`src/rtl/comb_inv.sv`:
```
// comb_inv: inverse lookup for the comb 4b->5b code table.
// Scans all 16 entries, one per clock, and reports the preimage set.
module comb_inv (
  input  logic       clk,
  input  logic       rst,
  input  logic       in_valid,
  output logic       in_ready,
  input  logic [4:0] in_code,
  output logic       out_valid,
  input  logic       out_ready,
  output logic       out_found,
  output logic [3:0] out_first,
  output logic [3:0] out_last,
  output logic [4:0] out_count
);

  typedef enum logic [1:0] {
    IDLE,
    SCAN,
    DONE
  } state_t;

  state_t     state;
  logic [3:0] idx;
  logic [4:0] code_q;
  logic       hit;

  function automatic logic [4:0] fwd(
    input logic [3:0] n
  );
    logic [4:0] c;
    case (n)
      4'h0:    c = 5'b01001;
      4'h1:    c = 5'b00011;
      4'h2:    c = 5'b11111;
      4'h3:    c = 5'b11001;
      4'h4:    c = 5'b01000;
      4'h5:    c = 5'b00110;
      4'h6:    c = 5'b01100;
      4'h7:    c = 5'b01100;
      4'h8:    c = 5'b00011;
      4'h9:    c = 5'b00001;
      4'hA:    c = 5'b01010;
      4'hB:    c = 5'b00100;
      4'hC:    c = 5'b00101;
      4'hD:    c = 5'b11101;
      4'hE:    c = 5'b01001;
      default: c = 5'b01000;
    endcase
    return c;
  endfunction

  // table entry under the scan pointer matches the latched code
  assign hit = (fwd(idx) == code_q);

  // handshake FSM with registered results and handshake flags
  always_ff @(posedge clk) begin
    if (rst) begin
      state     <= IDLE;
      idx       <= '0;
      code_q    <= '0;
      in_ready  <= 1'b1;
      out_valid <= 1'b0;
      out_found <= 1'b0;
      out_first <= '0;
      out_last  <= '0;
      out_count <= '0;
    end else begin
      case (state)
        IDLE: begin
          if (in_valid) begin
            code_q    <= in_code;
            idx       <= '0;
            out_found <= 1'b0;
            out_first <= '0;
            out_last  <= '0;
            out_count <= '0;
            in_ready  <= 1'b0;
            state     <= SCAN;
          end
        end
        SCAN: begin
          if (hit) begin
            out_count <= out_count + 5'd1;
            out_last  <= idx;
            if (!out_found) begin
              out_first <= idx;
              out_found <= 1'b1;
            end
          end
          // idx wraps to 0 after the last entry
          idx <= idx + 4'd1;
          if (idx == 4'hF) begin
            out_valid <= 1'b1;
            state     <= DONE;
          end
        end
        DONE: begin
          if (out_ready) begin
            out_valid <= 1'b0;
            in_ready  <= 1'b1;
            state     <= IDLE;
          end
        end
        default: begin
          out_valid <= 1'b0;
          in_ready  <= 1'b1;
          state     <= IDLE;
        end
      endcase
    end
  end

endmodule

```
`config.mk`:
```
export PLATFORM = sky130hd
export DESIGN_NAME = comb_inv
export DESIGN_NICKNAME = d
export VERILOG_FILES = /design/src/rtl/comb_inv.sv
export SDC_FILE = /design/constraint.sdc
export NUM_CORES = 1
export LEC_CHECK = 0
export BUFFER_PORTS_ARGS = -buffer_cell sky130_fd_sc_hd__buf_2
export CAP_MARGIN = 20
export CELL_PAD_IN_SITES_DETAIL_PLACEMENT = 1
export CELL_PAD_IN_SITES_GLOBAL_PLACEMENT = 1
export CORE_AREA = 2 2 64 66
export DETAILED_ROUTE_END_ITERATION = 7
export DIE_AREA = 0 0 66 68
export MAX_ROUTING_LAYER = met4
export PLACE_DENSITY_LB_ADDON = 0.1
export SKIP_LAST_GASP = 1
export SYNTH_ARGS = -nofsm -noshare
export SYNTH_HDL_FRONTEND = slang
export SYNTH_SLANG_ARGS = --single-unit
```
`constraint.sdc`:
```
create_clock -name clk -period 2.9 [get_ports clk]
set_input_delay 0.58 -clock clk [delete_from_list [all_inputs] [get_ports clk]]
set_output_delay 0.58 -clock clk [all_outputs]
set_load 0.1 [all_outputs]
```
==> summary.txt, run 1 <==
Outcome
  • Outcome: finished, final reports clean

Clocking
  • Worst-path clk slew: 0.07 ns
  • Clock tree buffer depth: 2
  • Cts hold-fix bufs: 0
  • CTS H-Tree Depth: 2
  • Post-CTS Setup Inserts: 0
  • TritonCTS clock tree: done
  • CTS sink cnt: 32
  • CTS root buf: clkbuf_8
  • Post_cts resized: 0
  • Total CTS buffers: 5
  • Clock latency on the worst-skew pair: 0.28 ns

Critical path
  • CP Class: reg -> reg
  • Critical Path, Cell by Cell: nor2b_1, buf_4, a22oi_1, nor2_1, inv_1, ha_1, o21ai_2, mux2_2, o22ai_2
  • CP Data Required Time: 3.06 ns
  • Worst setup EP type: register
  • Crit Reg-Reg Startpoint: state[0]
  • R2r setup slk: 0.58 ns
  • CP max stage delay: 0.53 ns
  • Critical Path Source: state[0]
  • Maximum net fanout on the critical path: 11
  • CP Launch Type: register
  • Slowest-stage cell, CP: dfxtp_1
  • R2R depth: 9
  • Arrival @ worst endpoint: 2.48 ns

Yosys
  • Most frequent cells after synthesis: dfxtp_1, nor2_1, mux2i_1, ha_1, o21ai_0
  • Post-synthesis adder-cell area fraction: 0.06415
  • Post-Synth Simple-Gate Area: 0.1852
  • Post-synthesis sequential area ratio: 0.4106
  • Synth Warn #: 0
  • Ys flop type: dfxtp_1
  • EDFF count, synth: 0
  • Most frequent cell after synthesis: dfxtp_1
  • Mean Syn Cell Area: 9.752 um^2
  • Synth Area in Compound Gates: 0.1877
  • Mapped Cells: 160
  • Post-synth top area cell: dfxtp_1
  • Synth async-reset ratio: 0
  • Syn Std Cell Area: 1560 um^2
  • Top-area cell type share of the netlist area: 0.4106
  • Syn nets: 177
  • Yosys reg bits: 32
  • Mux contribution to synthesized area: 0.08500
  • Distinct cells, synth: 40
  • Xor and xnor area share after synthesis: 0.03929
  • Largest family of logic cells by synthesized area: compound AO/OA/AOI/OAI gates
  • Area contributors post-synth: dfxtp_1, mux2i_1, ha_1, nor2_1, xnor2_1

Worst hold path
  • Hold depth: 1
  • Hold EP: out_last[0]
  • Hold Startpoint: out_last[0]
  • Worst min path class: reg -> reg

Detailed routing
  • Final antenna-violating net count: 0
  • DRC viols: 0
  • Final wirelength: 3638 um
  • DR iter-0 viols: 49
  • 1st-pass router iterations: 4
  • Post-DR vias/cell: 5.282
  • Vias: 1,236
  • WL/cell: 15.55 um

Power
  • Leakage: 0.7626 nW
  • Power density over the cells: 489.0 nW/um^2
  • Peak supply drop: 0.3020 mV

Place
  • GP Congestion: 0.7361
  • DP HPWL: 2679 um
  • PortBufs: 24

Timing
  • Max Slew Vio Count: 0
  • Setup violators final: 0
  • Slew HR: 0.4562
  • Final period util: 0.7995
  • Worst-Margin Slew: 0.8090 ns
  • Fmax: 431.3 MHz
  • Tmin final: 2.318 ns
  • Clock Skew: 0.006197 ns
  • Setup TNS Final: 0 ns
  • RSZ-0062 raised after global routing: no
  • Worst hold slack: 0.4712 ns
  • Final Hold Viols: 0

GRT
  • Total global routing overflow: 0
  • Total track usage: 0.1832
  • Largest net degree at the start of global routing: 16
  • Via count of the first global-routing pass: 1,207
  • Initial antenna violation count: 0
  • First-pass GRT wire length: 5844 um

Final layout
  • Syn-to-layout area delta: 15.00%
  • Layout cells sized above 1: 0.2337
  • Filler cells: 444
  • Nets@finish: 203
  • Antenna diodes: 0

Die
  • Row cnt: 23
  • Ports: 25
  • Die height: 68 um
  • Core area: 3856 um^2
  • Initial Util: 0.4046
  • Die width: 66 um
  • Die outline area: 4488 um^2

Flow run
  • Max Cap Violations: 0
[cells in the final DEF, fill, tap and decap left out, drive strengths merged]
cell	count
a21o	1
inv	3
mux2i	11
a21oi	7
a22o	5
a32o	1
a21bo	1
a31oi	1
ha	8
nor2b	6
nand4	3
o21ba	1
and4bb	1
nand2b	3
a22oi	1
clkbuf	5
a221oi	1
or2	1
o21ai	10
nand3	4
buf	26
nor4	2
dfxtp	32
and2	4
nand2	7
nor2	19
a211oi	2
and4	1
a41o	1
o21a	2
o22ai	1
nor3	2
xnor2	7
mux2	2
o21bai	2
[stage by stage]
| step | cell area [um^2] | worst slack [ns] | std cells | power, mW | utilization |
|---|---|---|---|---|---|
| final | 1794 | 0.5815 | 234 | 0.8773 | 0.4653 |
| after floorplan | 1560 | 0.9203 | 160 | 0.5472 | - |
| after CTS | 1794 | 0.5803 | 234 | 0.8887 | 0.4653 |
| after detailed placement | 1725 | 0.5101 | 229 | 0.5742 | 0.4474 |
| after global placement | 1725 | 0.6619 | 229 | 0.5691 | 0.4474 |
| after global routing | 1794 | 0.3657 | 234 | 0.9176 | 0.4653 |
[worst max-delay path, delay by kind of cell, from the launching register on]
family,cells,cell delay [ns]
AO/OA/AOI/OAI,3,0.33
buffers and inverters,2,0.34
flip-flops,1,0.53
adder cells (fa/ha/maj),1,0.25
multiplexers,1,0.18
AND/OR/NAND/NOR,2,0.58
[worst max path at each step]
stage                     to  cells past startpoint
detailed placement  register                      9
global route        register                      9
CTS                 register                      9
finish              register                      9
global placement    register                      9
floorplan           register                      8
[cell families (layout without fill, tap and decap cells)]
kind of cell	after synthesis	in the layout
multiplexers	13	13
AND/OR/NAND/NOR	53	53
buffers and inverters	10	34
flip-flops	32	32
XOR/XNOR	7	7
AO/OA/AOI/OAI	37	37
adder cells (fa/ha/maj)	8	8
[power by group]
group          switching [mW]  leakage [nW]  internal, mW
clock                   0.159        0.0359         0.155
combinational          0.0641         0.467        0.0351
sequential             0.0126         0.260         0.452
total                   0.236         0.763         0.642
[layer usage]
metal,track usage,part of all wire,up-vias
met5,-,0,-
met2,0.3119,0.50,19
li1,-,-,612
met1,0.2039,0.45,597
met4,0.07653,0.017,0
met3,0.05099,0.033,8
[layout make-up]
type                            count  area (um^2)  area share
Sequential cell                    32        640.6      0.3570
Tap cell                           50        62.56     0.03487
Timing Repair Buffer               26        135.1     0.07531
Multi-Input combinational cell    118        875.8      0.4881
Clock buffer                        5        68.82     0.03835
Inverter                            3        11.26    0.006276
Note: power is estimated with default switching activity, not from simulation.
==> run 2: changes to the inputs <==
- ABC_AREA: default -> 1
- CORE_AREA: 2 2 64 66 -> 2 2 70 72
- DIE_AREA: 0 0 66 68 -> 0 0 72 74
- clock period: 2.9 -> 1.9 ns (I/O delays scaled with it)
==> run 2 against run 1 <==
- critical path depth rose by 2
- largest power group unchanged
- final area rose by 6.3%
- sequential cell count unchanged
- register-to-register slack got worse by 0.42 ns
- clock skew down 0.0014 ns
==> summary.txt, run 2 <==
Outcome
  • Outcome: finished, final reports clean

Die
  • Initial Util: 0.3497 (-0.05495)
  • Die outline area: 5328 um^2 (+19%)
  • Row cnt: 25 (+8.7%)
  • Core area: 4598 um^2 (+19%)
  • Die height: 74 um (+8.8%)
  • Die width: 72 um (+9.1%)
  • Ports: 25 (unchanged)

GRT
  • Total track usage: 0.1641 (-0.01912)
  • Via count of the first global-routing pass: 1,454 (+20%)
  • Initial antenna violation count: 0 (unchanged)
  • Largest net degree at the start of global routing: 11 (-5)
  • Total global routing overflow: 0 (unchanged)
  • First-pass GRT wire length: 6479 um (+11%)

Critical path
  • CP max stage delay: 0.36 ns (-0.17 ns)
  • Slowest-stage cell, CP: dfxtp_1
  • Arrival @ worst endpoint: 1.91 ns (-0.57 ns)
  • Kind of cell adding the most delay to the critical path: adder cells
  • CP Class: reg -> reg
  • CP Data Required Time: 2.07 ns (-0.99 ns)
  • Worst setup EP type: register
  • WP buf/inv: 3 (+1)
  • CP Launch Type: register
  • Critical Path, Cell by Cell: ha_1, inv_1, nor2_1, a21oi_2, nor2_4, inv_1, ha_1, inv_1, o21ai_0, nand2_1, nand2_1
  • Critical Path Stages: 11 (+2)
  • Maximum net fanout on the critical path: 8 (-3)
  • R2R depth: 11 (+2)
  • Most frequent CP cell: inv_1

Detailed routing
  • WL/cell: 11.92 um (-23%)
  • 1st-pass router iterations: 4 (unchanged)
  • Final wirelength: 3730 um (+2.5%)
  • DRC viols: 0 (unchanged)
  • Vias: 1,440 (+17%)
  • Post-DR vias/cell: 4.601 (-13%)
  • Final antenna-violating net count: 0 (unchanged)
  • DR iter-0 viols: 45 (-8.2%)

Clocking
  • CTS H-Tree Depth: 2 (unchanged)
  • Post_cts resized: 0 (unchanged)
  • Clock latency on the worst-skew pair: 0.28 ns (about the same)
  • Post-CTS Setup Inserts: 0 (unchanged)
  • CTS sink cnt: 32 (unchanged)
  • Cts hold-fix bufs: 0 (unchanged)
  • Total CTS buffers: 5 (unchanged)
  • Worst-path clk slew: 0.07 ns (about the same)
  • TritonCTS clock tree: done
  • Clock tree buffer depth: 2 (unchanged)
  • CTS root buf: clkbuf_8

Flow run
  • Max Cap Violations: 0 (unchanged)

Final layout
  • Fin util: 0.4147 (-0.05059)
  • Most frequent cells in the layout: nand2_1, dfxtp_1, inv_1, nor2_1, buf_2
  • Fin cells: 313 (+34%)
  • Leading cell type in the layout, fill and taps excluded: nand2_1
  • Nets@finish: 275 (+35%)
  • Syn-to-layout area delta: 18.60%
  • Layout cells sized above 1: 0.2124 (-0.02134)
  • Fin area: 1907 um^2 (+6.3%)
  • Antenna diodes: 0 (unchanged)

Power
  • Comb pwr share: 0.270 (+0.157)
  • Switching Share: 0.3640 (+0.09541)
  • Power density over the cells: 931.3 nW/um^2 (+90%)
  • Cell Int Power: 1.129 mW (+76%)
  • Part of the power in the clock network: 0.304 (-0.053)
  • Leakage: 0.9468 nW (+24%)
  • Sequential power share: 0.426 (-0.104)
  • Net switching power: 0.6464 mW (+170%)
  • Total power: 1.776 mW (+100%)
  • Peak supply drop: 0.2648 mV (-12%)

Timing
  • Setup TNS Final: 0 ns (unchanged)
  • Final Hold Viols: 0 (unchanged)
  • Fmax: 575.1 MHz (+33%)
  • Tmin final: 1.739 ns (-0.5796 ns)
  • Setup violators final: 0 (unchanged)
  • Worst hold slack: 0.3570 ns (-0.1142 ns)
  • Worst-Margin Slew: 0.4899 ns (-0.3191 ns)
  • Final period util: 0.9152 (+0.1157)
  • Setup ws final: 0.1611 ns (-0.4204 ns)
  • Clock Skew: 0.004783 ns (-0.001414 ns)
  • Max Slew Vio Count: 0 (unchanged)
  • RSZ-0062 raised after global routing: no
  • Slew HR: 0.6756 (+0.2195)

Yosys
  • Most frequent cells after synthesis: nand2_1, dfxtp_1, inv_1, nor2_1, a21oi_1
  • Most frequent cell after synthesis: nand2_1
  • Syn nets: 242 (+37%)
  • Distinct cells, synth: 27 (-33%)
  • Synth async-reset ratio: 0 (unchanged)
  • Post-synthesis sequential area ratio: 0.3984 (-0.01214)
  • Yosys reg bits: 32 (unchanged)
  • Mapped Cells: 225 (+41%)
  • Synth Warn #: 0 (unchanged)
  • Area contributors post-synth: dfxtp_1, nand2_1, inv_1, nor2_1, ha_1
  • Top-area cell type share of the netlist area: 0.3984 (-0.01214)
  • EDFF count, synth: 0 (unchanged)
  • Ys flop type: dfxtp_1
  • Syn Std Cell Area: 1608 um^2 (+3.0%)
  • Post-synth top area cell: dfxtp_1
  • Mean Syn Cell Area: 7.146 um^2 (-27%)

Place
  • # placed instances: 305 (+33%)
  • DP HPWL: 2958 um (+10%)
  • Pre-CTS WS: 0.1451 ns (-0.3650 ns)
  • Placement Cell Area: 1817 um^2 (+5.3%)
  • PortBufs: 24 (unchanged)
  • GP Congestion: 0.7793 (+5.9%)

Worst hold path
  • Hold depth: 3 (+2)
  • Worst min path class: in -> reg
[run 2: changes by cell type in the layout (fill, tap and decap cells not counted), moves of 7 or more]
cell / before / now
nor2_1: 19 / 31
a21oi_1: 7 / 14
nand2_1: 7 / 54
inv_1: 3 / 31
mux2i_1: 11 / 0
[run 2: worst register-to-register path, stage by stage, from the launching register on]
cell and delay (ns):
dfxtp_1 0.36, ha_1 0.30, inv_1 0.04, nor2_1 0.12, a21oi_2 0.06, nor2_4 0.18, inv_1 0.11, ha_1 0.20
inv_1 0.06, o21ai_0 0.08, nand2_1 0.07, nand2_1 0.04
[run 2: cell type report]
cell class	instances	area (um^2)
Clock buffer	8	90.09
Inverter	37	140.1
Sequential cell	32	640.6
Fill cell	607	2691
Timing Repair Buffer	28	150.1
Multi-Input combinational cell	154	818.3
Tap cell	54	67.56
[run 2: power groups by stage]
stage / Combinational (mW) / Clock (mW) / Sequential (mW)
after floorplan: 0.205 / 0 / 0.950
after global placement: 0.483 / 0 / 0.769
after detailed placement: 0.487 / 0 / 0.772
after CTS: 0.488 / 0.565 / 0.756
after global routing: 0.530 / 0.589 / 0.762
final: 0.480 / 0.540 / 0.756
[run 2: path summary, 6_finish.rpt]
check | startpoint | slack [ns] | to
worst max-delay path | idx[1] | 0.16 | register
worst max register to register | idx[1] | 0.16 | register
worst min-delay path | in_code[2] | 0.36 | code_q[2]
worst min register to register | out_last[2] | 0.47 | out_last[2]
[run 2: cells by family after synthesis]
family,after synthesis,synth area share
AO/OA/AOI/OAI,36,0.1393
XOR/XNOR,3,0.01635
adder cells (fa/ha/maj),8,0.06226
buffers and inverters,39,0.09260
flip-flops,32,0.3984
AND/OR/NAND/NOR,107,0.2911
[run 2: routing by layer]
metal,track usage,routed length (um),up-vias
met5,-,0,-
met1,0.2040,1891,649
met3,0.04201,128,7
li1,-,-,767
met4,0.06918,64,0
met2,0.2541,1646,17
